**config.mk**
```make
export PLATFORM = sky130hd
export DESIGN_NAME = gray_sobel_router
export DESIGN_NICKNAME = d
export VERILOG_FILES = /design/src/rtl/gray_sobel_router.sv
export SDC_FILE = /design/constraint.sdc
export NUM_CORES = 1
export LEC_CHECK = 0
export ABC_AREA = 0
export CORE_MARGIN = 2
export CORE_UTILIZATION = 55
export CTS_BUF_LIST = sky130_fd_sc_hd__clkbuf_16
export DETAILED_ROUTE_END_ITERATION = 10
export PLACE_DENSITY = 0.78
export SYNTH_ARGS = -nofsm -noshare
export SYNTH_HDL_FRONTEND = slang
export SYNTH_SLANG_ARGS = --single-unit
```
**constraint.sdc**
```tcl
create_clock -name clk_i -period 10.4 [get_ports clk_i]
set_input_delay 1.56 -clock clk_i [delete_from_list [all_inputs] [get_ports clk_i]]
set_output_delay 1.56 -clock clk_i [all_outputs]
set_load 0.02 [all_outputs]
```
**src/rtl/gray_sobel_router.sv**
```systemverilog
// Purpose: RGB stream router with an internal grayscale pipeline and an external edge-filter port; modes switch only on frame boundaries.
// Latency: bypass 1 cycle, gray 3 cycles, filter port 2 (gray->filter) or 1 (filter only) cycles, plus 1 cycle after each filter result.
// Backpressure: in_ready_o drops while the pipeline drains between frames; pixels offered then are dropped and set sticky overrun_o.
// Build option: define GRAY_ROUND_EN to round the gray value to nearest instead of truncating.
module gray_sobel_router #(
  parameter int CH_BITS      = 8,
  parameter int FRAME_PIXELS = 64
) (
  input  logic                 clk_i,
  input  logic                 reset_i,
  input  logic [1:0]           select_i,
  input  logic                 px_valid_i,
  input  logic [3*CH_BITS-1:0] in_pixel_i,
  output logic                 in_ready_o,
  output logic [3*CH_BITS-1:0] out_pixel_o,
  output logic                 out_valid_o,
  output logic                 flt_valid_o,
  output logic [CH_BITS-1:0]   flt_pixel_o,
  input  logic                 flt_valid_i,
  input  logic [CH_BITS-1:0]   flt_pixel_i,
  input  logic                 flt_busy_i,
  output logic [1:0]           active_mode_o,
  output logic                 overrun_o
);

  localparam int PW    = 3 * CH_BITS;
  // Wide enough for 256*max_channel + 128 and for 2*CH_BITS+1.
  localparam int SUM_W = (2 * CH_BITS + 1 > CH_BITS + 9) ? 2 * CH_BITS + 1 : CH_BITS + 9;
  localparam int CNT_W = (FRAME_PIXELS > 1) ? $clog2(FRAME_PIXELS) : 1;
  localparam logic [CNT_W-1:0] LAST_IDX = CNT_W'(FRAME_PIXELS - 1);

  localparam logic [1:0] M_GRAY_FLT = 2'b00;
  localparam logic [1:0] M_FLT      = 2'b01;
  localparam logic [1:0] M_GRAY     = 2'b10;
  localparam logic [1:0] M_BYPASS   = 2'b11;

`ifdef GRAY_ROUND_EN
  localparam logic [SUM_W-1:0] RND_TERM = SUM_W'(128);
`else
  localparam logic [SUM_W-1:0] RND_TERM = '0;
`endif

  typedef enum logic {RUN, DRAIN} state_t;

  state_t             state, state_nxt;
  logic [CNT_W-1:0]   pix_cnt;
  logic               accept;
  logic               use_gray;
  logic               frame_end;
  logic               pipe_empty;

  logic               g1_vld;
  logic [SUM_W-1:0]   p_r, p_g, p_b;
  logic [SUM_W-1:0]   gray_sum;
  logic               g2_vld;
  logic [CH_BITS-1:0] g2_dat;
  logic               fin_vld;
  logic [CH_BITS-1:0] fin_dat;

  logic [CH_BITS-1:0] ch_r, ch_g, ch_b;

  assign ch_r = in_pixel_i[PW-1 -: CH_BITS];
  assign ch_g = in_pixel_i[2*CH_BITS-1 -: CH_BITS];
  assign ch_b = in_pixel_i[CH_BITS-1:0];

  assign accept    = px_valid_i && in_ready_o;
  // Modes 00 and 10 feed the gray pipeline; the others leave it idle so
  // a drain from bypass or filter-only mode does not wait on it.
  assign use_gray  = (active_mode_o[0] == 1'b0);
  assign frame_end = accept && (pix_cnt == LAST_IDX);
  assign pipe_empty = !g1_vld && !g2_vld && !fin_vld && !flt_busy_i;
  assign gray_sum  = p_r + p_g + p_b + RND_TERM;

  // G1: register the three weighted channel products
  always_ff @(posedge clk_i) begin
    if (reset_i) begin
      g1_vld <= 1'b0;
      p_r    <= '0;
      p_g    <= '0;
      p_b    <= '0;
    end else begin
      g1_vld <= accept && use_gray;
      if (accept && use_gray) begin
        p_r <= SUM_W'(ch_r) * SUM_W'(77);
        p_g <= SUM_W'(ch_g) * SUM_W'(150);
        p_b <= SUM_W'(ch_b) * SUM_W'(29);
      end
    end
  end

  // G2: register the summed, shifted gray value
  always_ff @(posedge clk_i) begin
    if (reset_i) begin
      g2_vld <= 1'b0;
      g2_dat <= '0;
    end else begin
      g2_vld <= g1_vld;
      if (g1_vld) begin
        g2_dat <= CH_BITS'(gray_sum >> 8);
      end
    end
  end

  // Filter-input register for filter-only mode (blue channel)
  always_ff @(posedge clk_i) begin
    if (reset_i) begin
      fin_vld <= 1'b0;
      fin_dat <= '0;
    end else begin
      fin_vld <= accept && (active_mode_o == M_FLT);
      if (accept && (active_mode_o == M_FLT)) begin
        fin_dat <= ch_b;
      end
    end
  end

  // Steer the filter-engine input from gray or raw registered data
  always_comb begin
    flt_valid_o = 1'b0;
    flt_pixel_o = '0;
    case (active_mode_o)
      M_GRAY_FLT: begin
        flt_valid_o = g2_vld;
        flt_pixel_o = g2_dat;
      end
      M_FLT: begin
        flt_valid_o = fin_vld;
        flt_pixel_o = fin_dat;
      end
      default: begin
        flt_valid_o = 1'b0;
        flt_pixel_o = '0;
      end
    endcase
  end

  // Output register: select the result source for the active mode
  always_ff @(posedge clk_i) begin
    if (reset_i) begin
      out_valid_o <= 1'b0;
      out_pixel_o <= '0;
    end else begin
      out_valid_o <= 1'b0;
      case (active_mode_o)
        M_BYPASS: begin
          if (accept) begin
            out_valid_o <= 1'b1;
            out_pixel_o <= in_pixel_i;
          end
        end
        M_GRAY: begin
          if (g2_vld) begin
            out_valid_o <= 1'b1;
            out_pixel_o <= {{(PW-CH_BITS){1'b0}}, g2_dat};
          end
        end
        default: begin
          if (flt_valid_i) begin
            out_valid_o <= 1'b1;
            out_pixel_o <= {{(PW-CH_BITS){1'b0}}, flt_pixel_i};
          end
        end
      endcase
    end
  end

  // Frame counter: index of the next accepted pixel within the frame
  always_ff @(posedge clk_i) begin
    if (reset_i) begin
      pix_cnt <= '0;
    end else if (accept) begin
      pix_cnt <= (pix_cnt == LAST_IDX) ? '0 : pix_cnt + CNT_W'(1);
    end
  end

  // FSM state register; reset lands in DRAIN so the first mode is taken from select_i
  always_ff @(posedge clk_i) begin
    if (reset_i) begin
      state <= DRAIN;
    end else begin
      state <= state_nxt;
    end
  end

  // FSM next state: drain only at a frame boundary with a pending mode change
  always_comb begin
    state_nxt = state;
    case (state)
      RUN:     if (frame_end && (select_i != active_mode_o)) state_nxt = DRAIN;
      DRAIN:   if (pipe_empty) state_nxt = RUN;
      default: state_nxt = DRAIN;
    endcase
  end

  // FSM outputs: input is accepted only in RUN
  always_comb begin
    in_ready_o = (state == RUN);
  end

  // Apply the mode sampled on the cycle the drain completes
  always_ff @(posedge clk_i) begin
    if (reset_i) begin
      active_mode_o <= M_BYPASS;
    end else if ((state == DRAIN) && pipe_empty) begin
      active_mode_o <= select_i;
    end
  end

  // Sticky flag for pixels offered while not ready
  always_ff @(posedge clk_i) begin
    if (reset_i) begin
      overrun_o <= 1'b0;
    end else if (px_valid_i && !in_ready_o) begin
      overrun_o <= 1'b1;
    end
  end

endmodule

```
==> qor.yml, run 1 <==
run_status:
  status: "finished clean"
min_path:
  min_path_type: "flip-flop to flip-flop"
yosys:
  syn_avg_cell_area_sq_um: 8.48
  yosysSeqAreaShare_pct: 26.1
  synth_ff_type: "dfxtp_1"
  syn_inst: 879
  synth_edf_count: 0
  yosys_warnings: 0
  netlist_area_sq_mm: 0.00745
  ys_ff_latch: 97
  syn_nets: 1070
  ys_types: 57
  async_reset_ff_share_pct: 0
global_routing:
  grt_start_max_net_pins: 56
  grt_pass1_vias: 5782
  antenna_found_initial: 0
  grtUsageTotal_pct: 23.6
  grt_pass1_wl_mm: 27.6
  grt-ovfl-total: 0
clock_network:
  cts_hold_buf: 0
  cts_sinks: 97
  cts_made_buffers: 9
  clk_path_buf_depth: 2
  cts_tree: "done"
  root_buffer: "clkbuf_16"
  post_cts_resized: 0
  htreeDepth: 3
  worstSkewPairLatency_ps: 360
  post_cts_buffers: 0
  clk_pin_slew_ps: 70
sta:
  finalCriticalPeriod_ps: 5130
  finalSetupViolations: 0
  maxSlewViolCount: 0
  relSlewSlack_pct: 30.9
  worst_pin_slew_ps: 1040
  hold_viol_final: 0
  rsz0062_at_grt: "false"
  max_freq_ghz: 0.195
  worst_clock_skew_ps: 12.7
  finalCritPeriodShare_pct: 49.3
  setup_tns_ps: 0
worst_setup_path:
  crit_path_end_kind: "flip-flop"
  start_kind: "input port"
  critical_path_class: "input port to flip-flop"
  worstPathArrival_ps: 5370
  worstPathMaxFanout: 5
  critical_path_required_ps: 10640
floorplan:
  die_area_sq_mm: 0.0145
  fp.coreArea_sq_mm: 0.0132
  rows: 42
  start_util_pct: 56.3
  die_y_microns: 120
  fp.dieW_microns: 120
  ios: 77
power:
  peakVddDrop_mv: 0.0794
  power_density_mw_per_mm2: 135
  p_leak_uw: 0.00390
routing:
  drtPass1Iterations: 5
  route.detailed.drc: 0
  wire_per_inst_microns: 15.0
  drt-initial-drc-count: 313
  ant_nets: 0
  vias: 6150
  wl_mm: 16.8
  viasPerCell: 5.52
placed_design:
  gp_congestion: 0.849
  portBuffers: 76
  placed_cell_area_sq_mm: 0.00828
  place_hpwl_mm: 12.5
final_layout:
  drive_gt1_share_pct: 3.09
  fin_nets: 1125
  num_antenna_cells: 0
  syn_to_final_growth_pct: 15.0
  finish.instance_area_sq_mm: 0.00857
job:
  cap_violations: 0
-- layout by cell type (no fill, tap or decap), types with 3 or more instances in the layout --
master,count
o21ai_0,20
nor2b_1,13
a311o_1,3
o311ai_0,3
a22oi_1,16
a31oi_1,4
nand4_1,9
nand3_1,19
clkdlybuf4s50_1,75
dfxtp_1,97
nand2_1,104
a211oi_1,11
fa_1,38
and3_1,10
nor4b_1,3
nor3_1,13
ha_1,114
o211ai_1,16
buf_4,4
xnor2_1,10
o21a_1,9
a21o_1,20
nor2_1,64
o21bai_1,5
a21oi_1,87
inv_1,103
xor2_1,14
clkbuf_16,9
-- area by class of cell --
cell class / instances / area [sq um]
multi-input cells: 643 / 4940
fillers: 1132 / 4670
flip-flops and latches: 97 / 1940
repair buffers: 80 / 786
inverters: 103 / 387
clock buffers: 9 / 225
well taps: 176 / 220
clock inverters: 7 / 65.1
-- cell families after synthesis --
kind of cell / synth area share, %
simple gates: 15.3
compound gates: 18.5
xor+xnor: 2.82
buf+inv: 7.63
flops: 26.1
fa+ha+maj: 29.4
mux: 0.269
-- layer usage --
layer | wire (microns) | GRT usage (%) | up-vias
met4 | 378 | 8.07 | 0
met5 | 0 | 0 | -
met2 | 7820 | 38.8 | 139
met1 | 7790 | 31.7 | 2856
met3 | 770 | 3.68 | 21
li1 | - | - | 3134
-- worst max-delay path: stages --
cell and delay (ps):
clkdlybuf4s50_1 590, ha_1 280, ha_1 280, inv_1 50, fa_1 500, fa_1 510, inv_1 40, ha_1 330
o21a_1 130, o31a_1 120, o31a_1 280, o211a_1 230, o21a_1 170, a311o_1 310
-- final timing paths --
path / from / to / slack (ps) / cells past startpoint
max: in_pixel_i[21] / p_r[13] / 5270 / 14
min: out_pixel_o[5] / out_pixel_o[5] / 450 / 2
max reg2reg: p_g[4] / g2_dat[4] / 7620 / 10
min reg2reg: out_pixel_o[5] / out_pixel_o[5] / 450 / 2
-- synthesized netlist by cell type, types with 4 or more instances --
master | instances | area, sq um
a211oi_1 | 11 | 82.6
a21o_1 | 20 | 150
a21oi_1 | 87 | 435
a22oi_1 | 16 | 120
a31oi_1 | 4 | 25.0
and3_1 | 10 | 62.6
buf_2 | 7 | 35.0
clkbuf_1 | 22 | 82.6
dfxtp_1 | 97 | 1940
fa_1 | 38 | 761
ha_1 | 114 | 1430
inv_1 | 103 | 387
nand2_1 | 104 | 390
nand3_1 | 19 | 95.1
nand4_1 | 9 | 56.3
nor2_1 | 64 | 240
nor2b_1 | 14 | 87.6
nor3_1 | 13 | 65.1
o211ai_1 | 16 | 120
o21a_1 | 9 | 67.6
o21ai_0 | 20 | 100
o21bai_1 | 5 | 37.5
xnor2_1 | 10 | 87.6
xor2_1 | 14 | 123
-- state kept, by name, summed over array words and instances, names as in the netlist --
signal,flops
active_mode_o,2
fin_dat,8
fin_vld,1
g1_vld,1
g2_dat,8
g2_vld,1
out_pixel_o,24
out_valid_o,1
overrun_o,1
p_b,13
p_g,15
p_r,15
pix_cnt,6
state,1
-- through the flow --
step	std cells	hold slack, ps	setup slack [ps]	utilization, %	power (uW)
after global routing	1115	467	5100	64.7	1240
after detailed placement	1099	446	4890	62.5	831
after floorplan	879	432	5640	-	725
after CTS	1115	457	5280	64.7	1160
final	1115	455	5270	64.7	1160
after global placement	1099	442	4980	62.5	822
-- where the power goes --
group | switching, uW | internal [uW] | total, uW | leakage (uW)
combinational | 238 | 190 | 428 | 0.00298
sequential | 14.0 | 384 | 398 | 0.000786
clock | 162 | 167 | 329 | 0.000138
Note: power is estimated with default switching activity, not from simulation.
==> run 2: changes to the inputs <==
- CORE_UTILIZATION: 55 -> 53
- clock period: 10.4 -> 4.65 ns (I/O delays scaled with it)
==> run 2 against run 1 <==
Effect of this change:
- sequential power increased by 120%
- sequential share of layout area fell by 0.29 points
- sequential cell count unchanged
- worst hold slack improved by 2.2 ps
- die area is 3.6% higher
- critical endpoint unchanged
==> qor.yml, run 2 (synthesis results as in run 1) <==
routing:
  ant_nets: 0  # unchanged
  viasPerCell: 5.51  # about the same
  route.detailed.drc: 0  # unchanged
  drt-initial-drc-count: 360  # +15%
  drtPass1Iterations: 5  # unchanged
  vias: 6233  # +1.3%
  wire_per_inst_microns: 14.8  # -1.7%
  wl_mm: 16.7  # -0.30%
sta:
  finalCriticalPeriod_ps: 4210
  max_freq_ghz: 0.237
  setup_tns_ps: 0  # unchanged
  rsz0062_at_grt: "false"
  maxSlewViolCount: 0  # unchanged
  hold_viol_final: 0  # unchanged
  relSlewSlack_pct: 26.5  # -4.3 points
  worst_pin_slew_ps: 1100  # +64.9 ps
  finalSetupViolations: 0  # unchanged
  finalCritPeriodShare_pct: 90.6
  worst_clock_skew_ps: 10.3  # -2.41 ps
global_routing:
  grt-busiest-layer: "met2"
  grt_pass1_wl_mm: 28.3  # +2.4%
  met3_usage_pct: 3.62  # -0.055 points
  met1_usage_pct: 31.8  # +0.092 points
  antenna_found_initial: 0  # unchanged
  grtUsageTotal_pct: 23.7  # +0.070 points
  grt_pass1_vias: 5877  # +1.6%
  use_met2_pct: 38.9  # +0.12 points
  grt-ovfl-total: 0  # unchanged
  grt_start_max_net_pins: 52  # -7.1%
clock_network:
  cts_sinks: 97  # unchanged
  worstSkewPairLatency_ps: 360  # about the same
  cts_tree: "done"
  post_cts_buffers: 0  # unchanged
  clk_path_buf_depth: 2  # unchanged
  cts_made_buffers: 9  # unchanged
  root_buffer: "clkbuf_16"
  post_cts_resized: 0  # unchanged
  cts_hold_buf: 0  # unchanged
  clk_pin_slew_ps: 70  # about the same
  htreeDepth: 3  # unchanged
worst_setup_path:
  rr_worst_depth: 8  # -2
  critical_path_required_ps: 4900  # -5740 ps
  crit_path_end_kind: "flip-flop"
  critical_path_class: "input port to flip-flop"
  ff2ff_setup_slack_ps: 1890  # -5730 ps
  r2r-start: "p_g[9]"
  start_kind: "input port"
  reg2reg_to: "g2_dat[7]"
  worstPathMaxFanout: 4  # -1
  worstPathArrival_ps: 4460  # -910 ps
placed_design:
  portBuffers: 76  # unchanged
  gp_congestion: 0.936  # +10%
  place_hpwl_mm: 12.8  # +1.8%
power:
  peakVddDrop_mv: 0.168  # +110%
  power_density_mw_per_mm2: 303  # +120%
  p_leak_uw: 0.00397  # +1.7%
  total_power_uw: 2630  # +130%
final_layout:
  reg_top3: "out_pixel_o: 24 flops, p_g: 15 flops, p_r: 15 flops"
  largest_reg_flops: 24  # unchanged
  layout_common_cells: "ha_1, nand2_1, inv_1"
  fillers: 1187  # +4.9%
  syn_to_final_growth_pct: 16.5
  drive_gt1_share_pct: 4.42  # +1.3 points
  fin_nets: 1138  # +1.2%
  num_antenna_cells: 0  # unchanged
  largest-register: "out_pixel_o"
  final_common_cell: "ha_1"
run_status:
  status: "finished clean"
min_path:
  holdPathEnd: "fin_dat[6]"
  hold_depth: 2  # unchanged
  min_path_type: "flip-flop to flip-flop"
  worstHoldStart: "fin_dat[6]"
floorplan:
  fp.coreArea_sq_mm: 0.0138  # +4.4%
  die_area_sq_mm: 0.0150  # +3.6%
  ios: 77  # unchanged
  start_util_pct: 53.9  # -2.4 points
  die_y_microns: 123  # +1.8%
  fp.dieW_microns: 123  # +1.8%
  rows: 43  # +2.4%
job:
  cap_violations: 0  # unchanged
==> run 2: cell count changes in the layout (fill, tap and decap cells not counted) <==
| cell | before | now |
|---|---|---|
| buf_4 | 4 | 17 |
| bufinv_16 | 0 | 1 |
| clkinv_1 | 1 | 0 |
| clkinv_4 | 2 | 1 |
| clkinv_8 | 1 | 0 |
| inv_6 | 1 | 2 |
==> run 2: layout make-up <==
type / count / area, sq um / share of cell area [%]
multi-input combinational: 643 / 4940 / 57.0
sequential: 97 / 1940 / 22.4
timing repair buffer: 93 / 883 / 10.2
inverter: 103 / 387 / 4.45
clock buffer: 9 / 225 / 2.59
tap: 180 / 225 / 2.59
clock inverter: 6 / 75.1 / 0.865
==> run 2: power by group <==
group	internal [uW]	total, uW	leakage, uW	switching, uW
clock	423	772	0.000144	349
sequential	860	886	0.000786	26.6
combinational	430	968	0.00304	539
==> run 2: how the worst max path moves through the flow <==
stage	startpoint	to	slack, ps	depth (start not counted)
after floorplan	in_pixel_i[20]	p_r[13]	750	13
after global placement	in_pixel_i[20]	p_r[13]	160	14
after detailed placement	in_pixel_i[20]	p_r[13]	70	14
after CTS	in_pixel_i[20]	p_r[13]	440	14
after global routing	in_pixel_i[20]	p_r[13]	270	14
final	in_pixel_i[20]	p_r[13]	440	14
==> run 2: through the flow <==
step / instance area [sq um] / util, % / setup slack, ps / hold slack [ps] / instances
after detailed placement: 8380 / 60.6 / 66.5 / 447 / 1116
after floorplan: 7450 / - / 753 / 432 / 879
final: 8680 / 62.8 / 438 / 457 / 1131
after global placement: 8380 / 60.6 / 158 / 441 / 1116
after global routing: 8680 / 62.8 / 268 / 478 / 1131
after CTS: 8680 / 62.8 / 441 / 457 / 1131
==> run 2: worst max-delay path: stages <==
cell and delay, ps:
clkdlybuf4s50_1 490, ha_1 350, ha_1 290, inv_1 50, fa_1 490, fa_1 510
inv_1 40, ha_1 330, o21a_1 120, o31a_1 120, o31a_1 280, o211a_1 220
o21a_1 160, a311o_1 300
==> run 2: metal layers <==
metal / wire length, microns / share of wire, %
met1: 8000 / 48
met2: 7620 / 46
met3: 690 / 4.1
met4: 391 / 2.3
met5: 0 / 0
==> run 3: changes to the inputs <==
- CORE_UTILIZATION: 53 -> 55
- SKIP_LAST_GASP: unset -> 1
- clock period: 4.65 -> 4.2 ns (I/O delays scaled with it)
==> run 3 against run 2 <==
Effect of this change:
- first-iteration DRC count decreased by 13%
- clock-buffer cell count unchanged
- die area decreased by 3.5%
- worst setup slack got worse by 190 ps
- global-route usage about the same
- critical path depth unchanged
- cell area increased by 2.2%
- via count increased by 1.4%
- combinational power increased by 17%
- power increased by 14%
- sequential power increased by 11%
- largest cell class unchanged
==> qor.yml, run 3 (synthesis results as in run 1) <==
run_status:
  status: "finished clean"
power:
  total_power_uw: 2980  # +14%
  power_density_mw_per_mm2: 336  # +11%
  peakVddDrop_mv: 0.218  # +30%
  p_leak_uw: 0.00410  # +3.4%
global_routing:
  grt-ovfl-total: 0  # unchanged
  antenna_found_initial: 0  # unchanged
  grt_start_max_net_pins: 51  # -1.9%
  grtUsageTotal_pct: 23.7  # about the same
  grt_pass1_vias: 5880  # +0.051%
  grt_pass1_wl_mm: 27.7  # -2.0%
sta:
  finalWorstSetupSlack_ps: 247  # -191 ps
  finalCriticalPeriod_ps: 3950
  finalCritPeriodShare_pct: 94.1
  worst_clock_skew_ps: 5.85  # -4.45 ps
  hold_viol_final: 0  # unchanged
  max_freq_ghz: 0.253
  rsz0062_at_grt: "false"
  maxSlewViolCount: 0  # unchanged
  finalSetupViolations: 0  # unchanged
  relSlewSlack_pct: 28.9  # +2.3 points
  worst_pin_slew_ps: 1070  # -34.6 ps
worst_setup_path:
  start_kind: "input port"
  startpoint: "in_pixel_i[21]"
  ff2ff_setup_slack_ps: 1430  # -460 ps
  crit_path_end_kind: "flip-flop"
  critical_path_required_ps: 4450  # -450 ps
  worstPathArrival_ps: 4200  # -260 ps
  r2r-start: "p_g[3]"
  worstPathMaxFanout: 3  # -1
  critical_path_class: "input port to flip-flop"
routing:
  drt-initial-drc-count: 312  # -13%
  wire_per_inst_microns: 14.5  # -1.5%
  vias: 6320  # +1.4%
  ant_nets: 0  # unchanged
  drtPass1Iterations: 5  # unchanged
  viasPerCell: 5.49  # -0.45%
  route.detailed.drc: 0  # unchanged
  wl_mm: 16.8  # +0.34%
min_path:
  worstHoldStart: "p_r[5]"
  min_path_type: "flip-flop to flip-flop"
floorplan:
  start_util_pct: 56.3  # +2.4 points
  ios: 77  # unchanged
  fp.coreArea_sq_mm: 0.0132  # -4.2%
  fp.dieW_microns: 120  # -1.8%
  die_area_sq_mm: 0.0145  # -3.5%
  die_y_microns: 120  # -1.8%
  rows: 42  # -2.3%
clock_network:
  cts_hold_buf: 0  # unchanged
  root_buffer: "clkbuf_16"
  worstSkewPairLatency_ps: 350  # about the same
  cts_tree: "done"
  cts_made_buffers: 9  # unchanged
  clk_path_buf_depth: 2  # unchanged
  clk_pin_slew_ps: 70  # about the same
  cts_sinks: 97  # unchanged
  post_cts_buffers: 0  # unchanged
  htreeDepth: 3  # unchanged
  post_cts_resized: 0  # unchanged
final_layout:
  syn_to_final_growth_pct: 19.1
  largest-register: "out_pixel_o"
  reg_top3: "out_pixel_o: 24 flops, p_g: 15 flops, p_r: 15 flops"
  finalNonFillerCells: 1152  # +1.9%
  drive_gt1_share_pct: 6.76  # +2.3 points
  layout_common_cells: "ha_1, nand2_1, inv_1"
  largest_reg_flops: 24  # unchanged
  num_antenna_cells: 0  # unchanged
  fin_nets: 1162  # +2.1%
  final_common_cell: "ha_1"
placed_design:
  dp_worst_setup_slack_ps: -205  # -272 ps
  portBuffers: 76  # unchanged
  gp_congestion: 0.891  # -4.8%
  place_inst: 1136  # +1.8%
  place_hpwl_mm: 12.7  # -0.53%
job:
  cap_violations: 0  # unchanged
-- run 3: area by class of cell --
class / count / area, sq um
clock buffer: 9 / 225
clock inverter: 7 / 87.6
fill: 1117 / 4370
inverter: 103 / 387
multi-input combinational: 643 / 4940
sequential: 97 / 1940
tap: 176 / 220
timing repair buffer: 117 / 1070
-- run 3: worst paths after layout --
check	to	cells past startpoint
min	p_r[5]	2
max	p_r[13]	14
min reg2reg	p_r[5]	2
max reg2reg	g2_dat[7]	10
-- run 3: metal layers --
metal	vias up	global-route usage, %	wire, microns	share of wire (%)
met3	29	4.01	765	4.6
met4	0	8.50	537	3.2
met1	2913	31.9	7790	46
met5	-	0	0	0
met2	170	38.3	7670	46
li1	3208	-	-	-
-- run 3: stage by stage --
stage / utilization [%] / cell area (sq um) / TNS [ps] / hold WS (ps)
3_3_place_gp: 64.6 / 8560 / -248 / 440
2_1_floorplan: - / 7450 / 0 / 432
4_1_cts: 67.0 / 8870 / 0 / 455
6_report: 67.0 / 8870 / 0 / 454
5_1_grt: 67.0 / 8870 / 0 / 475
3_5_place_dp: 64.6 / 8560 / -456 / 447
-- run 3: worst max-delay path: stages --
cell and delay (ps):
clkdlybuf4s50_1 480, ha_1 230, ha_1 270, inv_1 50, fa_1 460, fa_1 520
inv_1 40, ha_1 300, o21a_1 110, o31a_1 130, o31a_1 270, o211a_1 230
o21a_1 170, a311o_1 300
-- run 3: power by group --
part           internal, uW  switching [uW]
combinational           524             606
clock                   475             394
sequential              952            33.1
